--- src/rtl/reg_write_decoder.sv ---
// ARM register-file write side: one-hot write decoder, NREG x WIDTH register array,
// and R15 (PC) update with a priority arbiter and a conflict flag.
module reg_write_decoder #(
    parameter int                WIDTH     = 32,
    parameter int                NREG      = 16,
    parameter int                PC_STEP   = 4,
    parameter logic [WIDTH-1:0]  RESET_VAL = '0,
    localparam int               AW        = $clog2(NREG)
) (
    input  logic                    CLK,
    input  logic                    RST,
    input  logic                    LE,
    input  logic [AW-1:0]           WR_SEL,
    input  logic [WIDTH-1:0]        DATA_IN,
    input  logic                    PC_LE,
    input  logic [WIDTH-1:0]        PC_IN,
    input  logic                    PC_INC,
    output logic [NREG-1:0]         DEC_OUT,
    output logic [NREG*WIDTH-1:0]   R_ALL,
    output logic [WIDTH-1:0]        PC_OUT,
    output logic                    WR_DONE,
    output logic                    WR_CONFLICT
);

    localparam logic [AW-1:0] PC_IDX = AW'(NREG - 1);

    logic [NREG-1:0][WIDTH-1:0] regs_q, regs_d;
    logic                       done_q, done_d;
    logic                       conflict_q, conflict_d;
    logic                       pc_gen_wr;

    always_comb begin
        DEC_OUT         = '0;
        DEC_OUT[WR_SEL] = LE;
    end

    assign pc_gen_wr = LE && (WR_SEL == PC_IDX);

    // R0..R(NREG-2) are written only through the decoder.
    for (genvar n = 0; n < NREG - 1; n++) begin : g_gpr
        always_comb begin
            regs_d[n] = regs_q[n];
            if (DEC_OUT[n]) regs_d[n] = DATA_IN;
        end
    end

    // PC priority: branch load, then general write, then sequential increment.
    always_comb begin
        regs_d[NREG-1] = regs_q[NREG-1];
        if (PC_LE)
            regs_d[NREG-1] = PC_IN;
        else if (pc_gen_wr)
            regs_d[NREG-1] = DATA_IN;
        else if (PC_INC)
            regs_d[NREG-1] = regs_q[NREG-1] + WIDTH'(PC_STEP);
    end

    assign conflict_d = (PC_LE && pc_gen_wr) || (PC_LE && PC_INC) || (pc_gen_wr && PC_INC);
    assign done_d     = LE || PC_LE || PC_INC;

    always_ff @(posedge CLK) begin
        if (RST) begin
            regs_q     <= {NREG{RESET_VAL}};
            done_q     <= 1'b0;
            conflict_q <= 1'b0;
        end else begin
            regs_q     <= regs_d;
            done_q     <= done_d;
            conflict_q <= conflict_d;
        end
    end

    assign R_ALL       = regs_q;
    assign PC_OUT      = regs_q[NREG-1];
    assign WR_DONE     = done_q;
    assign WR_CONFLICT = conflict_q;

endmodule

--- config.mk ---
export PLATFORM = sky130hd
export DESIGN_NAME = reg_write_decoder
export DESIGN_NICKNAME = d
export VERILOG_FILES = /design/src/rtl/reg_write_decoder.sv
export SDC_FILE = /design/constraint.sdc
export NUM_CORES = 1
export LEC_CHECK = 0
export ABC_AREA = 1
export BUFFER_PORTS_ARGS = -buffer_cell sky130_fd_sc_hd__buf_2
export CORE_AREA = 2 2 244 246
export DETAILED_ROUTE_END_ITERATION = 12
export DIE_AREA = 0 0 246 248
export GPL_TIMING_DRIVEN = 0
export PLACE_DENSITY = 0.58
export SLEW_MARGIN = 15
export SYNTH_ARGS = -nofsm -noshare
export SYNTH_HDL_FRONTEND = slang
export SYNTH_SLANG_ARGS = --single-unit
--- constraint.sdc ---
create_clock -name CLK -period 1.5 [get_ports CLK]
set_input_delay 0.225 -clock CLK [delete_from_list [all_inputs] [get_ports CLK]]
set_output_delay 0.225 -clock CLK [all_outputs]
set_load 0.02 [all_outputs]
# Word-level counts from Yosys, hierarchy flattened
# Index checks and enable logic that the tools add are counted.
# classes
muxes	5
n_eq_ne	1
add_sub_neg	1
bitwise_logic	1
n_lt_le_gt_ge	2
n_reduce_logical	10
# ops
operator	count
$mux W32	3
$add A32 B3 Y32 const B	1
$and A16 B16 Y16	1
$logic_and A1 B1 Y1	5
$lt A4 B5 Y1 const B	1
$demux W1 S4	1
$eq A4 B4 Y1 const B	1
$ge A4 B1 Y1 const B	1
$logic_or A1 B1 Y1	4
$reduce_bool A3 Y1	1
$mux W1	1
# word_totals
register_bits	514
inputBits	73
out_inout_bits	562
wordCells	38

# Depth between registers and ports, before layout
# Gate-level depths: netlist of the first run.
# depth
word_depth	5
depth_mapped	11

# Worst setup path before layout of the first run
# No wires, ideal clock.
# synth_path
path_type	register to register
startpoint	register regs_q (netlist bit PC_OUT[3])
endpoint	register regs_q (netlist bit PC_OUT[18])
n_path_buf	0
arrival_ps	1590
slack_ps	-222
synth_period_minus_slack_ps	1722
required_time_ps	1368
path_stages_with_launch	11
path_cell_list	dfxtp_1 -> ha_1 -> nand2_1 -> nor2_1 -> nand2_1 -> nor2_1 -> nand2_1 -> nand3_1 -> nand3_1 -> nand2_1 -> a21oi_1
# synth_between
elab_chain_len	4
# synth_rtl
element	line_no	text
start, declared	27	logic [NREG-1:0][WIDTH-1:0] regs_q, regs_d;
start signal, assigned	63	regs_q <= {NREG{RESET_VAL}};
start signal, assigned	67	regs_q <= regs_d;
$add A32 B3 Y32	55	regs_d[NREG-1] = regs_q[NREG-1] + WIDTH'(PC_STEP);
$mux W32	54	else if (PC_INC)
$mux W32	52	else if (pc_gen_wr)
$mux W32	50	if (PC_LE)
# No other way between the ends. The select of a mux whose other input is x is not followed.
# A chain may end at the register's enable or synchronous reset.

# Final worst setup path of the first run
# layout_path
startpoint	register regs_q (netlist bit PC_OUT[2])
endpoint	register regs_q (netlist bit PC_OUT[28])
# Same word-level chain as after synthesis.

==> key figures, run 1 <==
Run status
  • Status: finished, violations left
  • Violated checks: setup timing

GRT
  • Vias in the first global route: 18.9k
  • GRT overflow: 0
  • Initial antenna violation count: 1
  • Largest net degree at the start of global routing: 16
  • Total track usage: 28.3%
  • First-pass GRT wire length: 128000 um

Synthesis
  • Mean post-synth cell area: 7.52 sq um
  • Post-synth top area share: 54.0%
  • Post-synth EDFFs: 0
  • Mapped Nets: 2608
  • Async SR Flop Fraction: 0%
  • Mapped Cells: 2534
  • Synth Area in Compound Gates: 18.5%
  • Synth Area in XOR/XNOR: 0.230%
  • Post-Synth Adder-Cell Area: 0.0656%
  • Most frequent cells after synthesis: nor2_1, dfxtp_1, o21ai_0
  • Post-synth cell types: 29
  • Largest family of logic cells by synthesized area: simple AND/OR/NAND/NOR gates
  • Mapped Area: 19100 sq um
  • FF+latch count, synth: 514
  • Synth Area in Simple Gates: 20.3%
  • Mux share of post-synthesis cell area: 0%
  • Most frequent cell after synthesis: nor2_1
  • Register area share after synthesis: 54.0%
  • Synth Flop Type: dfxtp_1
  • Cell taking the most area after synthesis: dfxtp_1
  • Top cells by area, synth: dfxtp_1, nor2_1, o21ai_0
  • Synthesis warning total: 0

Clock network
  • Clock Tree Buf Depth: 3
  • H-tree Lvls: 2
  • TritonCTS Buffers: 56
  • Reg clk slew, reported paths: 0.06 ns
  • Root buf cell: clkbuf_16
  • Worst-Skew Late Latency: 0.61 ns
  • CTS tree: done
  • Clk sink count: 514

Power and ir drop
  • Leak: 0.0130 uW
  • Peak VDD IR: 1240 uV
  • P per Cell Area: 1220 nW/um^2

Route
  • Vias/cell: 4.92
  • 1st-pass router iterations: 6
  • Drt drc: 0
  • Drt wl/cell: 22.2 um
  • DRT iter0 DRCs: 1506
  • DRT antenna net count: 0
  • WL final: 90800 um
  • Vias after detailed routing: 20.2k

Floorplan
  • Core Area: 58500 sq um
  • Initial Util: 32.6%
  • Core Rows: 89
  • Io pins: 635
  • Vert. Die Dim: 248 um
  • Die area: 61000 sq um
  • Die Width: 246 um

Final layout
  • Final instance area: 26500 sq um
  • Register area: 10400 sq um
  • Filler Cell Count: 5890
  • Net count, final: 3353
  • Multi-input logic area: 7860 sq um
  • Layout Area Growth over Synthesis: 39.0%
  • Share of cells above drive strength 1: 28.5%

Setup path
  • Worst Path Required: 1.97 ns
  • CP cell instances: ha_4 -> nand2_4 -> nor2_4 -> nand2_4 -> nor2_4 -> buf_4 -> nand3_1 -> nand3_1 -> nand2_1 -> nand2_1 -> a21oi_1
  • Critical Path AT: 2.04 ns
  • Worst path top cell family by delay: simple AND/OR/NAND/NOR gates
  • CP max stage cell: dfxtp_4
  • Worst path max stage delay: 0.37 ns
  • Worst Path Buf+Inv: 1
  • Startpoint types: flip-flop
  • Max FO, Critical Path: 5
  • Critical Path End Type: flip-flop
  • Crit Path Category: reg -> reg

STA
  • Slew HR: 25.3%
  • Final worst slack: -0.0721 ns
  • Skew final: 0.0137 ns
  • Final hold viol count: 0
  • Least-Margin Pin Slew: 1.12 ns
  • Fmax: 636 MHz
  • Unrepaired setup endpoints after global routing: yes
  • Pins Over Slew Limit: 0
  • Endpoints failing setup: 18
  • Final min period: 1.57 ns
  • Final period utilization: 105%

Placement
  • Pre-CTS worst setup slack: -0.885 ns
  • Post-DP HPWL: 66400 um
  • Final GP Congestion: 0.932
  • Post-DP Area: 23100 sq um
  • Buffers on Ports: 610

Min path
  • Tightest Hold Check Type: in -> reg

Flow run
  • Max Cap Violations: 0
## timing repair
item / in CTS / in global routing
buffers inserted: 48 / 15
pin swaps: 35 / 41
hold buffers: 17 / 0
resized for setup: 177 / 109
setup endpoints to repair: 245 / 118
hold endpoints to repair: 16 / 0
## where the power goes
group / leakage (uW) / internal, uW / switching [uW] / total [uW]
Combinational: 0.00785 / 990 / 2200 / 3190
Clock: 0.000955 / 8660 / 6090 / 14700
Sequential: 0.00419 / 14000 / 266 / 14300
Total: 0.0130 / 23600 / 8550 / 32200
## sequential cells by signal, indices dropped and copies added (netlist names)
signal and flops:
PC_OUT 32, WR_DONE 1, WR_CONFLICT 1, R_ALL 480
## cell type report
type	instances	share of cell area [%]
clock buffers	83	6.36
inverters	56	0.793
diodes	1	0.00945
repair buffers	689	14.7
flip-flops and latches	514	39.3
clock inverters	20	1.03
plain buffers	250	4.49
well taps	773	3.65
multi-input cells	1712	29.6
## path summary, 6_finish.rpt
| kind | start | to | slack (ns) | cells after the start |
|---|---|---|---|---|
| hold / removal | PC_IN[7] | PC_OUT[7]$_SDFFE_PP0P_ | 0.02 | 5 |
| setup / recovery | PC_OUT[2]$_SDFFE_PP0P_ | PC_OUT[28]$_SDFFE_PP0P_ | -0.07 | 11 |
| hold reg to reg | PC_OUT[1]$_SDFFE_PP0P_ | PC_OUT[1]$_SDFFE_PP0P_ | 0.48 | 2 |
| setup reg to reg | PC_OUT[2]$_SDFFE_PP0P_ | PC_OUT[28]$_SDFFE_PP0P_ | -0.07 | 11 |
## cells by family (layout without fill, tap and decap cells)
kind of cell | count (synthesis) | in the layout
compound gates | 700 | 700
xor+xnor | 5 | 5
fa+ha+maj | 1 | 1
buf+inv | 308 | 1098
flops | 514 | 514
other cells | 0 | 1
simple gates | 1006 | 1006
## metal layers
metal | GRT usage, % | part of all wire (%)
met5 | 0 | 0
met4 | 9.64 | 3.4
met3 | 8.37 | 8.9
met2 | 49.3 | 49
met1 | 33.2 | 39
## through the flow
stage,setup TNS (ns),utilization [%],power (uW),hold WS (ns),cells
after global placement,-305.70,39.5,17400,0.480,3917
after global routing,-2.58,45.3,33100,0.0364,4098
after CTS,-0.513,44.6,32200,0.0000910,4083
final,-0.434,45.3,32200,0.0245,4098
after detailed placement,-309.90,39.5,17400,0.485,3917
after floorplan,0,-,16100,0.359,2534
## layout by cell type, fill, tap and decap left out, types with 27 or more instances in the layout
cell type and n:
buf_1 34, nor2_4 27, clkbuf_1 165, a21oi_1 190
dfxtp_1 479, nand3_1 41, nand2_1 154, buf_6 42
buf_2 580, buf_4 95, nor2_1 737, inv_1 49
dfxtp_4 30, o21ai_0 484, clkbuf_16 58
## worst min-delay path, delay by kind of cell
kind	cells	cell delay [ns]
buffers and inverters	1	0.10
AOI/OAI and AO/OA	1	0.05
and+or+nand+nor	3	0.21
(Power assumes the default switching activity.)
==> run 2, diff against run 1 <==
- ABC_AREA: 1 -> 0
- CORE_AREA: 2 2 244 246 -> 2 2 246 248
- DIE_AREA: 0 0 246 248 -> 0 0 248 250
==> run 2 against run 1 <==
Compared with the run above:
- the run still ends with setup timing left
- die area is 1.6% higher
- sequential share of layout area shrank 1.9 points
- setup slack got worse by 0.097 ns
- clock skew is 0.0021 ns lower
- highest routed layer is now met5
==> key figures, run 2 <==
Min path
  • Tightest Hold Check Type: in -> reg
  • Hold_sp: DATA_IN[29]

Final layout
  • Layout Area Growth over Synthesis: 43.6%
  • Most common cell after layout, fill and taps aside: nand2_1
  • Share of cells above drive strength 1: 30.3%
  • Filler Cell Count: 5966
  • Most frequent cells in the layout: nand2_1, buf_2, a21oi_1
  • Net count, final: 3427
  • Largest register FFs: 480
  • Diodes inserted: 0

Synthesis
  • Most frequent cells after synthesis: nand2_1, dfxtp_1, a21oi_1
  • Synthesis warning total: 0
  • Top cells by area, synth: dfxtp_1, nand2_1, a21oi_1
  • Most frequent cell after synthesis: nand2_1
  • Mapped Area: 19400 sq um
  • Mapped Cells: 2529
  • Post-synth cell types: 64
  • Post-synth top area share: 53.2%
  • Cell taking the most area after synthesis: dfxtp_1
  • Async SR Flop Fraction: 0%
  • Post-synth EDFFs: 0
  • Synth Flop Type: dfxtp_1
  • Mapped Nets: 2603
  • Register area share after synthesis: 53.2%
  • Mean post-synth cell area: 7.65 sq um
  • FF+latch count, synth: 514

Setup path
  • Worst Path Required: 1.98 ns
  • Max FO, Critical Path: 4
  • CP max stage cell: or4_4
  • Critical Path End Type: flip-flop
  • Crit path launch: PC_OUT[3]$_SDFFE_PP0P_
  • CP cell instances: ha_4 -> and3_4 -> nand3_4 -> or4_4 -> a21oi_2 -> a211oi_1
  • Startpoint types: flip-flop
  • Worst path max stage delay: 0.50 ns
  • Crit Path Category: reg -> reg
  • Worst r2r src: PC_OUT[3]$_SDFFE_PP0P_
  • Critical Path AT: 2.15 ns

Clock network
  • TritonCTS Buffers: 54
  • Clock Tree Buf Depth: 3
  • Root buf cell: clkbuf_16
  • Worst-Skew Late Latency: 0.62 ns
  • Clk sink count: 514
  • CTS tree: done
  • H-tree Lvls: 2
  • Reg clk slew, reported paths: 0.06 ns

Route
  • Vias/cell: 4.98
  • WL final: 94700 um
  • 1st-pass router iterations: 5
  • Drt drc: 0
  • Vias after detailed routing: 20.8k
  • DRT antenna net count: 0
  • Drt wl/cell: 22.7 um
  • DRT iter0 DRCs: 1284

GRT
  • Largest net degree at the start of global routing: 16
  • Initial antenna violation count: 1
  • GRT overflow: 0
  • Vias in the first global route: 19.6k
  • First-pass GRT wire length: 134000 um
  • Total track usage: 29.3%

Floorplan
  • Initial Util: 32.5%
  • Die Width: 248 um
  • Io pins: 635
  • Core Area: 59600 sq um
  • Vert. Die Dim: 250 um
  • Core Rows: 90
  • Die area: 62000 sq um

STA
  • Skew final: 0.0116 ns
  • Final worst slack: -0.169 ns
  • Final hold viol count: 0
  • Endpoints failing setup: 42
  • Pins Over Slew Limit: 0
  • TNS Setup: -3.27 ns
  • Fmax: 599 MHz
  • Slew HR: 36.9%
  • Final period utilization: 111%
  • Final min period: 1.67 ns
  • Least-Margin Pin Slew: 0.946 ns
  • Unrepaired setup endpoints after global routing: yes

Placement
  • Buffers on Ports: 605
  • Post-DP HPWL: 69400 um
  • Pre-CTS worst setup slack: -1.13 ns
  • Final GP Congestion: 0.991

Run status
  • Violated checks: setup timing
  • Status: finished, violations left

Power and ir drop
  • Overall Power: 30800 uW
  • Leak: 0.0118 uW
  • Peak VDD IR: 935 uV
  • P per Cell Area: 1110 nW/um^2

Flow run
  • Max Cap Violations: 0
[run 2: cell count changes after synthesis, moves of 30 or more]
cell	before	now
nor2_1	777	33
buf_2	6	36
a21oi_1	194	497
nand3_1	46	15
o21ai_0	487	20
nand2_1	171	1010
[run 2: worst max-delay path, delay by kind of cell, from the launching register on]
kind	cells	cell delay [ns]
compound gates	2	0.19
simple gates	3	0.80
flops	1	0.38
fa+ha+maj	1	0.16
[run 2: cell families after synthesis]
| group | share of synthesized area (%) |
|---|---|
| flip-flops | 53.2 |
| AO/OA/AOI/OAI | 16.1 |
| XOR/XNOR | 0.724 |
| adder cells (fa/ha/maj) | 0.0646 |
| multiplexers | 0.162 |
| AND/OR/NAND/NOR | 23.3 |
| buffers and inverters | 6.56 |
[run 2: through the flow]
stage	instance area, sq um	util (%)	instances	hold slack (ns)
6_report	27800	46.7	4177	0.0588
5_1_grt	27800	46.7	4177	0.0542
4_1_cts	27300	45.8	4140	0.0253
3_5_place_dp	23500	39.4	3916	0.443
3_3_place_gp	23500	39.4	3916	0.439
2_1_floorplan	19500	-	2529	0.352
[run 2: repair_timing]
item | CTS | global route
setup endpoints to repair | 379 | 93
resized for setup | 295 | 58
setup buffers | 101 | 45
endpoints found under the hold margin | 55 | 0
pin swaps | 53 | 36
cloned | 1 | 0
hold buffers | 36 | 0
[run 2: worst paths after layout]
path	endpoint	slack, ns	depth (start not counted)
setup / recovery	PC_OUT[24]$_SDFFE_PP0P_	-0.17	6
hold / removal	R_ALL[381]$_SDFFE_PP0P_	0.06	3
setup reg to reg	PC_OUT[24]$_SDFFE_PP0P_	-0.17	6
hold reg to reg	R_ALL[291]$_SDFFE_PP0P_	0.45	2
[run 2: power by group]
part           leakage (uW)  internal (uW)  switching [uW]
clock              0.000866           7580            6020
combinational       0.00676           1080            2070
sequential          0.00418          13900             195
[run 2: cell type report]
class | count | area, sq um | share of cell area (%)
Multi-Input combinational cell | 1729 | 8290 | 29.8
Clock buffer | 74 | 1510 | 5.42
Clock inverter | 24 | 246 | 0.887
Inverter | 23 | 160 | 0.576
Sequential cell | 514 | 10400 | 37.4
Timing Repair Buffer | 785 | 4970 | 17.9
Buffer | 246 | 1240 | 4.47
Tap cell | 782 | 978 | 3.52
[run 2: layer usage]
metal	GRT usage [%]	routed length (um)
met1	33.1	35400
met2	50.8	45900
met3	9.11	9130
met4	11.5	4280
met5	0	11
